File: config.mk
export PLATFORM = sky130hd
export DESIGN_NAME = bcd_updown_counter
export DESIGN_NICKNAME = d
export VERILOG_FILES = /design/src/rtl/bcd_pkg.sv /design/src/rtl/bcd_digit.sv /design/src/rtl/bcd_updown_counter.sv
export SDC_FILE = /design/constraint.sdc
export NUM_CORES = 1
export LEC_CHECK = 0
export ABC_CLOCK_PERIOD_IN_PS = 4000
export CAP_MARGIN = 25
export CORE_UTILIZATION = 28
export DETAILED_ROUTE_END_ITERATION = 10
export SLEW_MARGIN = 0
export SYNTH_ARGS = -nofsm -noshare
export SYNTH_HDL_FRONTEND = slang
export SYNTH_SLANG_ARGS = --single-unit
File: constraint.sdc
create_clock -name clk -period 4 [get_ports clk]
set_input_delay 0.8 -clock clk [delete_from_list [all_inputs] [get_ports clk]]
set_output_delay 0.8 -clock clk [all_outputs]
set_load 0.05 [all_outputs]
File: src/rtl/bcd_pkg.sv
// -----------------------------------------------------------------------------
// bcd_pkg
// Shared definitions for the BCD counter slice: digit width, the largest legal
// decimal digit, a digit type, and a digit-validity helper.
// No ports (package).
// -----------------------------------------------------------------------------
package bcd_pkg;

   localparam int BCD_W = 4;

   typedef logic [BCD_W-1:0] bcd_digit_t;

   localparam bcd_digit_t BCD_MAX  = 4'd9;
   localparam bcd_digit_t BCD_ZERO = '0;
   localparam bcd_digit_t BCD_ONE  = bcd_digit_t'(1);

   // True when the nibble encodes a decimal digit (0..BCD_MAX).
   function automatic logic bcd_valid(input bcd_digit_t d);
      return (d <= BCD_MAX);
   endfunction

endpackage : bcd_pkg

File: src/rtl/bcd_digit.sv
// -----------------------------------------------------------------------------
// bcd_digit
// Stateless next-value logic for one BCD decade. When cin is set the digit
// steps one unit in the direction given by up; cout ripples the carry (up) or
// borrow (down) to the next decade.
// Ports:
//   digit      - current digit value
//   up         - 1: increment, 0: decrement
//   cin        - carry/borrow in; 0 means this decade holds
//   digit_next - digit value for the next edge
//   cout       - carry/borrow out to the next decade
// -----------------------------------------------------------------------------
module bcd_digit
   import bcd_pkg::*;
(
   input  bcd_digit_t digit,
   input  logic       up,
   input  logic       cin,
   output bcd_digit_t digit_next,
   output logic       cout
);

   // Step the digit and generate the ripple out of this decade.
   always_comb begin
      digit_next = digit;
      cout       = 1'b0;
      if (!cin) begin
         digit_next = digit;
         cout       = 1'b0;
      end else if (up) begin
         if (digit == BCD_MAX) begin
            digit_next = BCD_ZERO;
            cout       = 1'b1;
         end else begin
            digit_next = digit + BCD_ONE;
            cout       = 1'b0;
         end
      end else begin
         if (digit == BCD_ZERO) begin
            digit_next = BCD_MAX;
            cout       = 1'b1;
         end else begin
            digit_next = digit - BCD_ONE;
            cout       = 1'b0;
         end
      end
   end

endmodule : bcd_digit

File: src/rtl/bcd_updown_counter.sv
// -----------------------------------------------------------------------------
// bcd_updown_counter
// Multi-decade BCD up/down counter with parallel load, load-value checking,
// terminal count and wrap / rejected-load pulses.
// Ports:
//   clk      - clock, rising edge
//   reset    - asynchronous active-low reset
//   en       - count enable
//   up       - direction: 1 up, 0 down
//   load     - synchronous parallel load strobe (has priority over en)
//   din      - BCD load value, least significant digit in [3:0]
//   count    - registered BCD count
//   tc       - combinational terminal count
//   wrap     - registered one-cycle pulse after a wrap-around
//   load_err - registered one-cycle pulse after a rejected (non-BCD) load
// -----------------------------------------------------------------------------
module bcd_updown_counter
   import bcd_pkg::*;
#(
   parameter int DIGITS = 2
)
(
   input  logic                    clk,
   input  logic                    reset,
   input  logic                    en,
   input  logic                    up,
   input  logic                    load,
   input  logic [BCD_W*DIGITS-1:0] din,
   output logic [BCD_W*DIGITS-1:0] count,
   output logic                    tc,
   output logic                    wrap,
   output logic                    load_err
);

   logic [BCD_W*DIGITS-1:0] count_r;
   logic [BCD_W*DIGITS-1:0] next_s;
   logic [DIGITS:0]         carry_s;
   logic                    din_ok_s;
   logic                    wrap_r;
   logic                    load_err_r;

   // The least significant decade always steps when counting.
   assign carry_s[0] = 1'b1;

   for (genvar g = 0; g < DIGITS; g++) begin : g_digit
      bcd_digit u_digit (
         .digit      (count_r[g*BCD_W +: BCD_W]),
         .up         (up),
         .cin        (carry_s[g]),
         .digit_next (next_s[g*BCD_W +: BCD_W]),
         .cout       (carry_s[g+1])
      );
   end

   // Load value is accepted only if every nibble is a decimal digit.
   always_comb begin
      din_ok_s = 1'b1;
      for (int i = 0; i < DIGITS; i++) begin
         din_ok_s = din_ok_s & bcd_valid(din[i*BCD_W +: BCD_W]);
      end
   end

   // The ripple out of the top decade is set exactly when the count sits at
   // all 9s (up) or all 0s (down), so it doubles as the terminal-count term.
   assign tc = en & ~load & carry_s[DIGITS];

   // Count register plus wrap / load_err pulse registers; load beats en.
   always_ff @(posedge clk or negedge reset) begin
      if (!reset) begin
         count_r    <= '0;
         wrap_r     <= 1'b0;
         load_err_r <= 1'b0;
      end else if (load) begin
         wrap_r <= 1'b0;
         if (din_ok_s) begin
            count_r    <= din;
            load_err_r <= 1'b0;
         end else begin
            count_r    <= count_r;
            load_err_r <= 1'b1;
         end
      end else if (en) begin
         count_r    <= next_s;
         wrap_r     <= carry_s[DIGITS];
         load_err_r <= 1'b0;
      end else begin
         count_r    <= count_r;
         wrap_r     <= 1'b0;
         load_err_r <= 1'b0;
      end
   end

   assign count    = count_r;
   assign wrap     = wrap_r;
   assign load_err = load_err_r;

endmodule : bcd_updown_counter

=== Word-level counts from Yosys, hierarchy flattened ===
Index checks and enable logic that the tools add are counted.
Widths: inputs -> output; s select.

* Add/sub/neg operators: 4
* Eq/ne operators: 3
* Multiplexer cells: 21
* Reduce and logical (&&, ||, !) cells: 6
* Bitwise logic cells: 4
* Magnitude comparators: 2

{| class="wikitable"
|+ Operators with widths
! cell !! count
|-
| $mux 4 || 7
|-
| $mux 8 || 3
|-
| $mux 1 || 11
|-
| $add 4x1->4 const B || 2
|-
| $eq 4x4->1 const B || 2
|-
| $le 4x4->1 const B || 2
|-
| $logic_not 4->1 || 2
|-
| $sub 4x1->4 const B || 2
|-
| $reduce_bool 2->1 || 2
|-
| $and 1x1->1 || 3
|-
| $reduce_and 3->1 || 1
|-
| $ne 2x1->1 const B || 1
|-
| $reduce_and 2->1 || 1
|-
| $not 1->1 || 1
|}

* Output and inout bits: 11
* Bits of input ports: 13
* Register bits after elaboration: 10

=== Logic depth before layout (Yosys ltp) ===
Gate-level depths: netlist of the first run.

* Depth after elaboration: 6
* Gate-level depth with buffers: 6
* Mapped depth without buffers: 4

=== Hierarchy ===
From an unflattened synthesis of the first run, not the netlist that was laid out.

* Cell total of the unflattened synthesis: 102
* Area, all modules: 932.1 µm²

{| class="wikitable"
|+ Modules (own cells, without submodules)
! module !! cells an instance !! area each (µm²) !! seq. area each (µm²) !! instances
|-
| bcd_updown_counter || 40 || 499.2 || 250.2 || 1
|-
| bcd_digit || 31 || 216.5 || 0.0 || 2
|}

=== Worst setup path before layout of the first run ===
Ideal clock, no wire load.

* Path kind: input -> output
* Start point: in up
* End point: out tc
* Required time: 3.200 ns
* Buffers on the path: 0
* Stages: 3
* Slack: 1.274 ns
* Arrival: 1.926 ns
* Path through: nor3_1 > a31oi_1 > nor2_1

* Word-level cells in the longest chain between the ends: 3
* Elaborated cells between the ends (all ways): 4
* Those cells by class: mux: 3; bitwise: 1

{| class="wikitable"
|+ RTL lines
! item !! RTL line !! RTL
|-
| start, declared || bcd_updown_counter.sv:26 || <nowiki>input logic up,</nowiki>
|-
| $mux 1 || bcd_digit.sv:30 || <nowiki>end else if (up) begin</nowiki>
|-
| $mux 1 (*) || bcd_digit.sv:27 || <nowiki>if (!cin) begin</nowiki>
|-
| $and 1x1->1 (*) || bcd_updown_counter.sv:65 || <nowiki>assign tc = en & ~load & carry_s[DIGITS];</nowiki>
|-
| end, declared || bcd_updown_counter.sv:30 || <nowiki>output logic tc,</nowiki>
|}

Every way passes the cells marked *; elsewhere a longest branch is shown, timed or not.

=== Worst setup path after layout of the first run ===
Same ends and word-level chain as after synthesis.

==> results of run 1 <==
-- routing by layer --
metal / wire, um / global-route usage (%)
met5: 0 / 0
met4: 6 / 1.99
met3: 123 / 4.33
met2: 1090 / 24.4
met1: 977 / 15.6
-- cell type report --
type | count | share of cell area [%]
timing repair buffer | 24 | 21.0
inverter | 6 | 1.90
tap | 44 | 4.66
clock buffer | 3 | 1.90
sequential | 10 | 21.2
multi-input combinational | 83 | 49.4
-- worst max-delay path by stage --
stage,cells after the start,from,end
CTS,5,up,tc
finish,5,up,tc
global placement,6,up,tc
detailed placement,5,up,tc
floorplan,3,up,tc
global route,5,up,tc
-- cells in the mapped netlist --
master	n	area, um^2
xnor2_1	1	8.76
nand3_1	4	20.0
a311oi_1	1	8.76
a2bb2oi_1	4	35.0
o21ba_1	1	10.0
and3_1	2	12.5
mux2_4	2	30.0
o21ba_2	1	10.0
a31oi_1	2	12.5
a21boi_0	1	7.51
nor2_1	7	26.3
a32oi_1	4	35.0
dfrtp_1	10	250
nor2b_1	4	25.0
or2_1	1	6.26
clkbuf_1	1	3.75
o22ai_1	1	6.26
buf_4	3	22.5
nand2_1	6	22.5
and3_2	1	7.51
a22oi_1	1	7.51
nor3b_2	1	12.5
o211ai_2	1	12.5
or3_1	1	6.26
o21ai_0	9	45.0
nor3_1	2	10.0
nor4_4	1	21.3
nand2_2	1	6.26
and4b_1	3	30.0
inv_1	6	22.5
o21ai_1	4	20.0
and3_4	1	11.3
a21oi_1	5	25.0
a32o_1	1	10.0
nand4b_1	1	8.76
xor2_1	3	26.3
buf_6	3	33.8
mux2i_1	3	30.0
o31ai_1	1	7.51
buf_2	4	20.0
a41o_1	1	10.0
-- per-stage QoR --
| step | power (mW) | util, % |
|---|---|---|
| after global routing | 0.673 | 38.1 |
| final | 0.626 | 38.1 |
| after global placement | 0.554 | 37.4 |
| after detailed placement | 0.564 | 37.4 |
| after CTS | 0.633 | 38.1 |
| after floorplan | 0.477 | - |
-- flip-flops by register name, summed over array words and instances, names as in the netlist --
name and cells:
count 8, wrap 1, load_err 1
-- power by group --
group | internal [mW] | switching (mW)
combinational | 0.154 | 0.188
sequential | 0.128 | 0.0906
clock | 0.0346 | 0.0314
-- worst max-delay path, cell delays in order --
cell             delay, ns
clkdlybuf4s50_1       0.60
nor3_1                0.42
a31oi_1               0.16
nor2_1                0.22
buf_12                0.17
-- logic make-up (layout without fill, tap and decap cells) --
kind of cell | count (synthesis) | after routing | share of synthesized area (%)
buffers and inverters | 17 | 33 | 10.9
flip-flops | 10 | 10 | 26.7
XOR/XNOR | 4 | 4 | 3.74
AND/OR/NAND/NOR | 36 | 36 | 24.2
AO/OA/AOI/OAI | 38 | 38 | 28.0
multiplexers | 5 | 5 | 6.41
==> impl_summary.md, run 1 <==
Status
The flow ran to the end, and the final reports show no timing, DRC or antenna violations.

Global routing
Across every metal layer, demand over resource in global routing totals 13.5%. The maximum number of pins on one net before global-route repair is 15. The number of global-route vias before repair is 782. The number of antenna violations at the first check in global routing is 0. The first global-routing pass estimated 3550 um of wire. The total overflow left after global routing is 0.

Floorplanning
For this configuration, the core starts out at a cell density of 30.2%. After floorplanning, the core was divided into 20 placement rows. The die outline width is 59.9 um. 24 I/O pins were placed. The chip height is 59.9 um. The die footprint is 0.00358 mm^2. In this run the standard cell core region covers 0.00310 mm^2.

Layout
The share of final-layout standard cells stronger than drive strength 1 is 11.1%. The final standard cell area without fillers is 0.00118 mm^2. The number of filler instances in the final layout is 347. Leaving out fill and tap cells, the most frequent cell in the layout is clkdlybuf4s50_1. 0 antenna diodes ended up in the layout. The area growth from synthesis to layout is 26.2%. The register area is 250 um^2. Leaving out fill and tap cells, the most frequent cells in the layout are clkdlybuf4s50_1, dfrtp_1, o21ai_0, nor2_1. The net count of the finished layout is 141. The finished layout holds 170 standard cells, fillers aside. The multi-input combinational cells in the finished layout cover a total of 584 um^2.

Critical path
Across all register-to-register paths, the minimum setup slack is 2.35 ns. The critical path class is in2out. Of all nets on the critical path, the largest fanout is 14. STA puts the critical path data arrival time at 2.37 ns. The type of origin of the critical path is an input port. The path depth of the worst reg2reg path is 4. The worst setup path is captured at an output port. The worst flop-to-flop path endpoint is count[6]. For the worst setup path, the data required time is 3.20 ns. The startpoint of the lowest-slack register-to-register path is count[0].

Place
Input and output buffers added on the ports amount to 23. The global placement routability congestion is 0.754. The HPWL after detailed placement is 1680 um. The cell area after placement is 0.00116 mm^2. The placed cell count is 167. The post-placement worst setup slack is 0.806 ns.

STA
The worst path uses 79.4% of the clock period. The final number of max-transition violations is 0. Summed over all failing endpoints, the final setup total negative slack is 0 ns. The highest attainable clock frequency is 0.315 GHz.

The smallest setup slack after layout is 0.826 ns. The count of endpoints failing hold in the final timing report is 0. In this run the tightest slew margin relative to its limit is 66.8%. Setup violations remaining at the end of the flow were counted as 0. The transition at the pin with the smallest max-transition slack is 0.497 ns. The minimum clock period after layout is 3.17 ns. Setup repair after global routing left no endpoint under its margin. Hold is met by 0.724 ns. The clock arrives with 0.00315 ns of skew.

Clocking
The clock transition time at the flip-flop clock pins of the worst setup and hold paths is 0.06 ns. At the later pin of the worst-skew pair, clock insertion delay measures 0.26 ns. The clock drives 10 sinks. After clock tree synthesis, the flow added hold-fix buffers numbering 0. TritonCTS built the clock tree. The level count of the clock H-tree is 1.

The number of buffers inserted to repair setup after CTS is 0. The number of buffers created by CTS is 3. The CTS root buffer is clkbuf_4.

The number of gates resized after CTS was 0. The number of buffers between clock root and the deepest sink is 2.

Synth
The distinct cell type count of the synthesized netlist is 41. The mapped cell area is 937 um^2. The gate count after technology mapping is 110. Yosys printed 0 warnings. The number of storage elements in the synthesis netlist is 10. Counting every net in the synthesized netlist gives 123.

The mean instance size in the synthesized netlist is 8.52 um^2. Of the synthesized area, sequential elements account for 26.7%.

Drt
In the routed design, unresolved DRC markers number 0. The detail route stage leaves a number of antenna-violating nets equal to 0. The via count normalized by instance count is 5.15. For this block, the routed nets add up to 2200 um of wire. The initial detailed-routing violation count is 39. In the final routed layout, each cell accounts on average for 12.9 um.

The via total after detailed routing is 876. The length of the first detailed-routing pass in iterations is 4.

Power and ir drop
Dividing total power by cell area gives a power density of 530 mW/mm^2. The analysis attributes to cell leakage a power of 0.485 nW. The maximum resistive drop on vdd is 0.228 mV.

Flow run
The number of maximum-capacitance constraint violations is 0.

Min path
The worst hold path terminates at count[7]. The origin of the worst min-delay path is count[7]. Counting instances, the worst hold path has a depth of 1. The type of the tightest min-delay check is reg2reg.
(Power assumes the default switching activity.)
==> run 2, diff against run 1 <==
--- a/config.mk
+++ b/config.mk
@@ -5,7 +5,7 @@
 export SDC_FILE = /design/constraint.sdc
 export NUM_CORES = 1
 export LEC_CHECK = 0
-export ABC_CLOCK_PERIOD_IN_PS = 4000
+export ABC_CLOCK_PERIOD_IN_PS = 3300
 export CAP_MARGIN = 25
 export CORE_UTILIZATION = 28
 export DETAILED_ROUTE_END_ITERATION = 10
==> constraint.sdc (replaced) <==
create_clock -name clk -period 3.3 [get_ports clk]
set_input_delay 0.66 -clock clk [delete_from_list [all_inputs] [get_ports clk]]
set_output_delay 0.66 -clock clk [all_outputs]
set_load 0.05 [all_outputs]
==> impl_summary.md, run 2 (synthesized netlist as in run 1, its figures left out) <==
Status
The flow ran to the end, and the final reports show no timing, DRC or antenna violations.

STA
The count of endpoints failing hold in the final timing report came to 0. The transition at the pin with the smallest max-transition slack is 0.494 ns. The smallest setup slack after layout is 0.389 ns. The minimum clock period after layout is 2.91 ns.

Setup repair after global routing left no endpoint under its margin. Of the available clock period, the critical path in the final layout requires 88.2%. The worst slew margin relative to its limit is 66.9%. Summed over all failing endpoints, the final setup total negative slack is 0 ns. The final worst hold slack is 0.713 ns.

The final number of max-transition violations came to 0. Timing would allow up to 0.343 GHz. Between clock sinks in the finished design, the worst skew comes to 0.00121 ns. The setup-violating endpoint count in the final report is 0.

Drt
In the final routed layout, each cell accounts on average for 13.0 um. After detailed routing, the total wire length is 2230 um. After detailed routing, the number of remaining DRC violations is 0. The pre-antenna-repair detailed-routing pass consisted of 4 iterations. The via total after detailed routing is 899. The initial detailed-routing violation count is 64. The via count normalized by instance count is 5.26. The antenna violation net count after detailed routing is 0.

Clocking
The CTS root buffer is clkbuf_4. Once the clock tree was built, the setup fixing pass inserted 0 buffers. The clock transition time at the flip-flop clock pins of the worst setup and hold paths is 0.06 ns.

The number of buffers created by CTS is 3. The level count of the clock H-tree is 1. Once the clock tree was built, the resizer swapped 0 gates to a different size. The number of buffers between clock root and the deepest sink is 2. The CTS tree is done.

Buffers inserted to repair hold after CTS numbered 0. The clock sink total is 10. The later pin in the worst-skew pair is clocked with a latency of 0.26 ns.

Power and ir drop
The leakage power summed over all cells is 0.490 nW. The maximum resistive drop on vdd is 0.284 mV. The completed layout was analyzed and its total power is 0.761 mW. Dividing total power by cell area gives a power density of 640 mW/mm^2.

Layout
The number of antenna diodes in the final layout is 0. The final layout contains 142 nets. The multi-input combinational cell area is 584 um^2. The share of final-layout standard cells stronger than drive strength 1 is 11.8%. The number of filler instances in the final layout is 349. The non-filler instance count after layout is 171. The finished cells cover 0.00119 mm^2.

Leaving out fill and tap cells, the most frequent cell in the layout is clkdlybuf4s50_1. Summing all flip-flop and latch instances after layout gives 250 um^2. The register with the most flip-flops in the layout has 8 of them. The layout overhead on the synthesized area is 27.0%. The top cell types in the final layout, fill and taps aside, are clkdlybuf4s50_1, dfrtp_1, o21ai_0, nor2_1. For this run, the share of the core covered by cells in the final layout is 38.3%.

Critical path
STA classifies the critical path endpoint as an output port. The arrival time at the worst endpoint is 2.25 ns. The largest fanout of any net on the critical path is 14.

The critical path is of the in2out type. The path depth of the worst reg2reg path is 4. The worst setup path is launched from an input port.

Data on the critical path is required at its endpoint by 2.64 ns.

Place
The global placement routability congestion is 0.754. Input and output buffers added on the ports amount to 23. In this run the cell area measured after placement is 0.00117 mm^2. The wire-length estimate of the detail-placed layout is 1670 um. The number of placed instances, taps included, is 168. The post-placement worst setup slack is 0.391 ns.

Global routing
The number of antenna violations at the first check in global routing is 0. Global routing finished with a remaining overflow of 0. The wire length of the first global-routing pass is 3690 um. For this run, the total global-route usage over all layers was measured as 13.8%. The number of global-route vias before repair is 801. The maximum number of pins on one net before global-route repair is 15.

Floorplanning
The die footprint is 0.00358 mm^2. The die is 59.9 um wide. The boundary pin count is 24. The floorplan step set the die height to 59.9 um. The initial core utilization is 30.2%. The floorplan core area is 0.00310 mm^2. Row generation in the floorplan step produced 20 rows.

Min path
The min-delay analysis places its worst path in the category in2async.

Flow run
The number of maximum-capacitance constraint violations is 0.
==> run 2: changes by cell type in the layout (fill, tap and decap cells not counted), sizes merged <==
cell	change
buf	+1
==> run 2: routing by layer <==
metal / vias to the layer above / routed length (um) / share of wire, % / track usage (%)
met5: - / 0 / 0 / 0
met4: 0 / 8 / 0.36 / 1.99
met3: 2 / 155 / 7.0 / 4.76
met2: 34 / 1080 / 49 / 24.0
met1: 418 / 983 / 44 / 16.7
li1: 445 / - / - / -
==> run 2: power breakdown <==
part	internal (mW)	switching (mW)	total, mW
registers	0.155	0.110	0.266
logic	0.188	0.228	0.416
clock network	0.0420	0.0382	0.0801
total	0.385	0.376	0.761
==> run 2: worst paths after layout <==
kind / from / endpoint / slack (ns)
worst max-delay path: up / tc / 0.39
worst max register to register: count[0] / count[6] / 1.65
min in group clk: count[7] / count[7] / 0.72
worst min register to register: count[7] / count[7] / 0.72
worst min-delay path: reset / count[5] / 0.71
max in group asynchronous: reset / count[0] / 2.28
==> run 2: area by class of cell <==
class,count,area share (%)
sequential,10,21.0
tap,44,4.63
inverter,6,1.89
timing repair buffer,25,21.5
clock buffer,3,1.89
multi-input combinational,83,49.1
==> run 2: worst max-delay path: stages <==
cell and delay, ns:
clkdlybuf4s50_1 0.61, nor3_1 0.44, a31oi_1 0.16, nor2_1 0.21, buf_12 0.17
